[config.mk]
export PLATFORM = sky130hd
export DESIGN_NAME = id_stage_flat
export DESIGN_NICKNAME = d
export VERILOG_FILES = /design/src/rtl/id_stage_if.sv /design/src/rtl/id_stage.sv /design/src/flat_wrapper.sv
export SDC_FILE = /design/constraint.sdc
export NUM_CORES = 1
export LEC_CHECK = 0
export ABC_AREA = 1
export BUFFER_PORTS_ARGS = -buffer_cell sky130_fd_sc_hd__buf_2
export CAP_MARGIN = 20
export CORE_ASPECT_RATIO = 0.8
export CORE_UTILIZATION = 31
export DETAILED_ROUTE_END_ITERATION = 7
export PLACE_DENSITY = 0.65
export SETUP_SLACK_MARGIN = 0.15
export SYNTH_ARGS = -nofsm -noshare
export SYNTH_HDL_FRONTEND = slang
export SYNTH_SLANG_ARGS = --single-unit
[constraint.sdc]
create_clock -name clk -period 3.1 [get_ports clk]
set_clock_uncertainty 0.15 [all_clocks]
set_input_delay 0.93 -clock clk [delete_from_list [all_inputs] [get_ports clk]]
set_output_delay 0.93 -clock clk [all_outputs]
set_load 0.02 [all_outputs]
[src/rtl/id_stage_if.sv]
// IF/ID -> ID -> ID/EX pipeline bus for the decode stage.
// Upstream offers an instruction with in_valid; it is consumed on a clock edge where in_valid && in_ready, and out_* is the registered ID/EX payload qualified by out_valid.
interface id_stage_if;
    logic        in_valid;
    logic [31:0] in_instr;
    logic [31:0] in_pc;
    logic        in_ready;

    logic        out_valid;
    logic [31:0] out_pc;
    logic [31:0] out_instr;
    logic [31:0] out_rs_data;
    logic [31:0] out_rt_data;
    logic [31:0] out_imm;
    logic [4:0]  out_dst;
    logic        out_wen;
    logic        out_load;

    modport master (
        output in_valid, in_instr, in_pc,
        input  in_ready,
        input  out_valid, out_pc, out_instr, out_rs_data, out_rt_data,
        input  out_imm, out_dst, out_wen, out_load
    );

    modport slave (
        input  in_valid, in_instr, in_pc,
        output in_ready,
        output out_valid, out_pc, out_instr, out_rs_data, out_rt_data,
        output out_imm, out_dst, out_wen, out_load
    );
endinterface

[src/rtl/id_stage.sv]
// Decode / operand-fetch stage: decodes fields, forwards from EX/MEM(/WB), stalls on load-use hazards.
// Macro ID_BYPASS_WB_EN: when defined, WB results are bypassed; otherwise a WB hazard costs one bubble.
module id_stage (
    input  logic        clk,
    input  logic        rst,
    id_stage_if.slave   bus,
    output logic [4:0]  reg1_addr,
    output logic [4:0]  reg2_addr,
    input  logic [31:0] reg1_data,
    input  logic [31:0] reg2_data,
    input  logic [31:0] ex_result,
    input  logic [4:0]  mem_dst,
    input  logic        mem_wen,
    input  logic [31:0] mem_result,
    input  logic [4:0]  wb_dst,
    input  logic        wb_wen,
    input  logic [31:0] wb_data,
    input  logic        hold,
    input  logic        flush
);
    localparam logic [5:0] OP_RTYPE = 6'h00;
    localparam logic [5:0] OP_J     = 6'h02;
    localparam logic [5:0] OP_JAL   = 6'h03;
    localparam logic [5:0] OP_BEQ   = 6'h04;
    localparam logic [5:0] OP_BNE   = 6'h05;
    localparam logic [5:0] OP_ANDI  = 6'h0C;
    localparam logic [5:0] OP_ORI   = 6'h0D;
    localparam logic [5:0] OP_XORI  = 6'h0E;
    localparam logic [5:0] OP_LW    = 6'h23;
    localparam logic [5:0] OP_SW    = 6'h2B;

    logic [5:0]  op;
    logic [4:0]  dec_dst;
    logic        dec_wen;
    logic        dec_load;
    logic [31:0] dec_imm;
    logic        no_write;

    logic [1:0][4:0]  src;
    logic [1:0][31:0] rf_data;
    logic [1:0][31:0] opnd;
    logic [1:0]       used;
    logic [1:0]       lu_hit;
    logic [1:0]       wb_hit;
    logic             load_use;
    logic             wb_stall;

    assign op        = bus.in_instr[31:26];
    assign reg1_addr = bus.in_instr[25:21];
    assign reg2_addr = bus.in_instr[20:16];

    always_comb begin
        dec_dst = reg2_addr;
        if (op == OP_RTYPE)
            dec_dst = bus.in_instr[15:11];
        else if (op == OP_JAL)
            dec_dst = 5'd31;
    end

    assign no_write = (op == OP_J) || (op == OP_BEQ) || (op == OP_BNE) || (op == OP_SW);
    assign dec_wen  = !no_write && (dec_dst != 5'd0);
    assign dec_load = (op == OP_LW);
    assign dec_imm  = ((op == OP_ANDI) || (op == OP_ORI) || (op == OP_XORI))
                    ? {16'h0000, bus.in_instr[15:0]}
                    : {{16{bus.in_instr[15]}}, bus.in_instr[15:0]};

    assign src[0]     = reg1_addr;
    assign src[1]     = reg2_addr;
    assign rf_data[0] = reg1_data;
    assign rf_data[1] = reg2_data;
    assign used[0]    = !((op == OP_J) || (op == OP_JAL));
    assign used[1]    = (op == OP_RTYPE) || (op == OP_BEQ) || (op == OP_BNE) || (op == OP_SW);

    // Newest producer wins: the instruction in our own output register is in EX now.
    always_comb begin
        for (int i = 0; i < 2; i++) begin
            wb_hit[i] = wb_wen && (wb_dst == src[i]) && (src[i] != 5'd0);
            lu_hit[i] = used[i] && bus.out_valid && bus.out_load &&
                        (bus.out_dst != 5'd0) && (bus.out_dst == src[i]);
            if (src[i] == 5'd0)
                opnd[i] = 32'd0;
            else if (bus.out_valid && bus.out_wen && !bus.out_load && (bus.out_dst == src[i]))
                opnd[i] = ex_result;
            else if (mem_wen && (mem_dst == src[i]))
                opnd[i] = mem_result;
`ifdef ID_BYPASS_WB_EN
            else if (wb_hit[i])
                opnd[i] = wb_data;
`endif
            else
                opnd[i] = rf_data[i];
        end
    end

    assign load_use = |lu_hit;

`ifdef ID_BYPASS_WB_EN
    assign wb_stall = 1'b0;
`else
    // Without the bypass, wait one cycle for the regfile write to land.
    logic wb_data_unused;
    assign wb_data_unused = ^wb_data;
    assign wb_stall = |(wb_hit & used);
`endif

    assign bus.in_ready = !hold && !load_use && !wb_stall;

    always_ff @(posedge clk) begin
        if (rst) begin
            bus.out_valid   <= 1'b0;
            bus.out_pc      <= '0;
            bus.out_instr   <= '0;
            bus.out_rs_data <= '0;
            bus.out_rt_data <= '0;
            bus.out_imm     <= '0;
            bus.out_dst     <= '0;
            bus.out_wen     <= 1'b0;
            bus.out_load    <= 1'b0;
        end else if (flush) begin
            bus.out_valid <= 1'b0;
            bus.out_wen   <= 1'b0;
        end else if (!hold) begin
            if (bus.in_valid && bus.in_ready) begin
                bus.out_valid   <= 1'b1;
                bus.out_pc      <= bus.in_pc;
                bus.out_instr   <= bus.in_instr;
                bus.out_rs_data <= opnd[0];
                bus.out_rt_data <= opnd[1];
                bus.out_imm     <= dec_imm;
                bus.out_dst     <= dec_dst;
                bus.out_wen     <= dec_wen;
                bus.out_load    <= dec_load;
            end else begin
                bus.out_valid <= 1'b0;
                bus.out_wen   <= 1'b0;
            end
        end
    end
endmodule
[src/flat_wrapper.sv]
// flat-port wrapper written by rule: the top's interface ports become plain ports
module id_stage_flat 
  (clk, rst, reg1_addr, reg2_addr, reg1_data, reg2_data, ex_result, mem_dst, mem_wen, mem_result, wb_dst, wb_wen, wb_data, hold, flush, bus_in_valid, bus_in_instr, bus_in_pc, bus_in_ready, bus_out_valid, bus_out_pc, bus_out_instr, bus_out_rs_data, bus_out_rt_data, bus_out_imm, bus_out_dst, bus_out_wen, bus_out_load);
  id_stage_if bus_i ();
  input  logic clk;
  input  logic rst;
  output logic [4:0] reg1_addr;
  output logic [4:0] reg2_addr;
  input  logic [31:0] reg1_data;
  input  logic [31:0] reg2_data;
  input  logic [31:0] ex_result;
  input  logic [4:0] mem_dst;
  input  logic mem_wen;
  input  logic [31:0] mem_result;
  input  logic [4:0] wb_dst;
  input  logic wb_wen;
  input  logic [31:0] wb_data;
  input  logic hold;
  input  logic flush;
  input wire logic [$bits(bus_i.in_valid)-1:0] bus_in_valid;
  input wire logic [$bits(bus_i.in_instr)-1:0] bus_in_instr;
  input wire logic [$bits(bus_i.in_pc)-1:0] bus_in_pc;
  output wire logic [$bits(bus_i.in_ready)-1:0] bus_in_ready;
  output wire logic [$bits(bus_i.out_valid)-1:0] bus_out_valid;
  output wire logic [$bits(bus_i.out_pc)-1:0] bus_out_pc;
  output wire logic [$bits(bus_i.out_instr)-1:0] bus_out_instr;
  output wire logic [$bits(bus_i.out_rs_data)-1:0] bus_out_rs_data;
  output wire logic [$bits(bus_i.out_rt_data)-1:0] bus_out_rt_data;
  output wire logic [$bits(bus_i.out_imm)-1:0] bus_out_imm;
  output wire logic [$bits(bus_i.out_dst)-1:0] bus_out_dst;
  output wire logic [$bits(bus_i.out_wen)-1:0] bus_out_wen;
  output wire logic [$bits(bus_i.out_load)-1:0] bus_out_load;
  assign bus_i.in_valid = bus_in_valid;
  assign bus_i.in_instr = bus_in_instr;
  assign bus_i.in_pc = bus_in_pc;
  assign bus_in_ready = bus_i.in_ready;
  assign bus_out_valid = bus_i.out_valid;
  assign bus_out_pc = bus_i.out_pc;
  assign bus_out_instr = bus_i.out_instr;
  assign bus_out_rs_data = bus_i.out_rs_data;
  assign bus_out_rt_data = bus_i.out_rt_data;
  assign bus_out_imm = bus_i.out_imm;
  assign bus_out_dst = bus_i.out_dst;
  assign bus_out_wen = bus_i.out_wen;
  assign bus_out_load = bus_i.out_load;
  id_stage u_core (.clk(clk), .rst(rst), .bus(bus_i), .reg1_addr(reg1_addr), .reg2_addr(reg2_addr), .reg1_data(reg1_data), .reg2_data(reg2_data), .ex_result(ex_result), .mem_dst(mem_dst), .mem_wen(mem_wen), .mem_result(mem_result), .wb_dst(wb_dst), .wb_wen(wb_wen), .wb_data(wb_data), .hold(hold), .flush(flush));
endmodule
==> flow_summary.json <==
{
  "ys_top_cells_by_count": "nand2_1 (341), nor2_1 (293), nand4_1 (176), inv_1 (145)",
  "synthAdderAreaFrac": 0,
  "avgSynthCellArea_um2": 6.04,
  "synth_seq_cells": 137,
  "drc": 0,
  "ir_drop_mv": 0.386,
  "fin_setup_tns_ns": 0,
  "setup_viol": 0,
  "rsz0062_at_grt": "true",
  "top_usage_layer": "met2",
  "fin_crit_ns": 3.06,
  "first_global_vias": 9863,
  "htree_num_levels": 4,
  "clock_tree.root_cell": "clkbuf_16",
  "syn_to_final_growth_pct": 45.9,
  "io_pins": 420,
  "rr_startpoint": "u_core.bus.out_dst[3]",
  "synth-edff-count": 0,
  "clockBufferDepth": 2,
  "track_usage": 0.245,
  "grt_start_max_net_pins": 95,
  "ant_nets": 0,
  "synth_area_um2": 8790,
  "final_nets": 2046,
  "fin_cells": 2187,
  "dpl.hpwl_um": 25500,
  "slew_violations": 0,
  "vias_per_cell": 5.14,
  "async_reset_ff_frac": 0,
  "grtUsageMet2": 0.429,
  "worstSetupPathType": "in2out",
  "drive_gt1_frac": 0.356,
  "worst_pin_slew_ns": 0.559,
  "period_share": 0.986,
  "synth_top_family_by_area": "simple AND/OR/NAND/NOR gates",
  "yosys.area_share.simple": 0.486,
  "crit_path_end_kind": "output pin",
  "p_leak_nw": 6.84,
  "ys.flop_type": "dfxtp_1",
  "synth_mux_area_frac": 0,
  "antenna_found_initial": 5,
  "hp-class": "reg2reg",
  "synthDominantCellAreaShare": 0.312,
  "place_congestion": 0.910,
  "avgRoutedWirePerCell_um": 17.8,
  "placed_cells": 2110,
  "syn-instance-count": 1455,
  "overflow": 0,
  "fmax_mhz": 327,
  "worstSetupStartpoint": "bus_in_instr[30]",
  "min_path_cells": 2,
  "cts_hold_buf": 0,
  "routed_wl_um": 38800,
  "coreArea_um2": 27600,
  "io_buffers": 387,
  "synth_compound_area_frac": 0.0289,
  "cp.arrival_ns": 1.98,
  "dieWidth_um": 190,
  "post-synth-top-count-cell": "nand2_1",
  "clk_pin_slew_ns": 0.06,
  "dieArea_um2": 29100,
  "floorplan.initialDensity": 0.319,
  "synth_largest_area_cell": "dfxtp_1",
  "synth_warnings": 0,
  "powerDensity_nw_per_um2": 399,
  "startpoint_type": "primary input",
  "synth_area_leaders": "dfxtp_1 (31%), nand2_1 (15%), nand4_1 (13%)",
  "grtUsageMet1": 0.296,
  "worst_skew_pair.late_latency_ns": 0.43,
  "reg2reg_depth": 21,
  "yosysSeqAreaShare": 0.312,
  "grt_pass1_wl_um": 55700,
  "min-delay-start": "u_core.bus.out_rt_data[6]",
  "max-cap-violations": 0,
  "drt_first_pass_iters": 6,
  "hold_violations": 0,
  "cp_max_fo": 4,
  "yosysUniqueCellTypes": 24,
  "required_ns": 2.02,
  "fp.dieH_um": 153,
  "synth_fp_nets": 1696,
  "tritoncts": "done",
  "num_rows": 54,
  "use_met3": 0.0578,
  "slew_headroom": 0.628,
  "clock_sinks": 137,
  "via_count": 11200,
  "synthXorXnorAreaFrac": 0.0120,
  "cts-buffers-inserted": 17,
  "hold_ws_ns": 0.328,
  "report.power.total_mw": 5.12,
  "status": "completed",
  "drt_iter0_markers": 861
}
==> placed cells by master (no fill, tap or decap), types with 3 or more instances in the layout <==
| master | instances |
|---|---|
| a31oi_1 | 14 |
| buf_12 | 16 |
| buf_16 | 6 |
| buf_2 | 371 |
| buf_4 | 55 |
| buf_6 | 19 |
| buf_8 | 4 |
| clkbuf_16 | 27 |
| dfxtp_1 | 137 |
| diode_2 | 5 |
| inv_1 | 139 |
| inv_2 | 5 |
| inv_4 | 6 |
| inv_6 | 4 |
| inv_8 | 5 |
| nand2_1 | 331 |
| nand2_2 | 10 |
| nand3_1 | 131 |
| nand3_2 | 5 |
| nand3b_1 | 5 |
| nand4_1 | 176 |
| nor2_1 | 198 |
| nor2_2 | 62 |
| nor2_4 | 40 |
| o21ai_0 | 22 |
| o22ai_1 | 4 |
| xnor2_1 | 8 |
| xor2_1 | 3 |
==> flip-flops by register name, indices dropped and copies added (netlist names) <==
name,count
u_core.bus.out_wen,1
u_core.bus.out_imm,17
u_core.bus.out_valid,1
u_core.bus.out_pc,32
u_core.bus.out_dst,5
u_core.bus.out_rt_data,32
u_core.bus.out_instr,16
u_core.bus.out_load,1
u_core.bus.out_rs_data,32
==> report_power, final <==
part / internal (mW) / switching, mW
Combinational: 0.435 / 0.686
Clock: 1.16 / 0.970
Sequential: 1.82 / 0.0487
==> kinds of logic after synthesis <==
logic type                Yosys count
buffers and inverters             301
DFF                               137
and+or+nand+nor                   961
xor gates and xnor gates           12
AOI/OAI and AO/OA                  44
==> critical path: stages <==
cell and delay (ns):
buf_8 0.10, nor2_4 0.16, nand4_1 0.17, nand3_2 0.15
nand2_1 0.10, a21boi_2 0.18, nor2_4 0.05, buf_6 0.13
==> area by class of cell <==
cell class / instances / area, um2
clock buffer: 17 / 425
inverter: 150 / 578
tap: 364 / 455
sequential: 137 / 2740
timing repair buffer: 482 / 3290
antenna: 5 / 12.5
fill: 2885 / 14700
clock inverter: 15 / 178
multi-input combinational: 1017 / 5150
==> stage by stage <==
stage                util  worst slack (ns)  instance area [um2]
floorplan               -             0.166                 8800
global placement    0.398           -0.0962                11000
detailed placement  0.398            -0.132                11000
CTS                 0.433            0.0685                11900
global route        0.465           -0.0453                12800
finish              0.465            0.0441                12800
==> final timing paths <==
kind	end	slack (ns)
max	bus_in_ready	0.04
min	u_core.bus.out_rt_data[6]	0.33
max reg2reg	u_core.bus.out_pc[19]	0.17
min reg2reg	u_core.bus.out_rt_data[6]	0.33
==> layer usage <==
metal,up-vias,share of wire
li1,5391,-
met1,5131,0.39
met2,638,0.49
met3,69,0.090
met4,2,0.023
met5,-,0.00021
==> timing repair <==
item | CTS | global route
gates resized for setup | 30 | 174
setup endpoints to repair | 1 | 133
setup buffers | 20 | 4
endpoints found under the hold margin | 0 | 0
gates cloned | 3 | 13
pin swaps | 15 | 96
(Power assumes the default switching activity.)
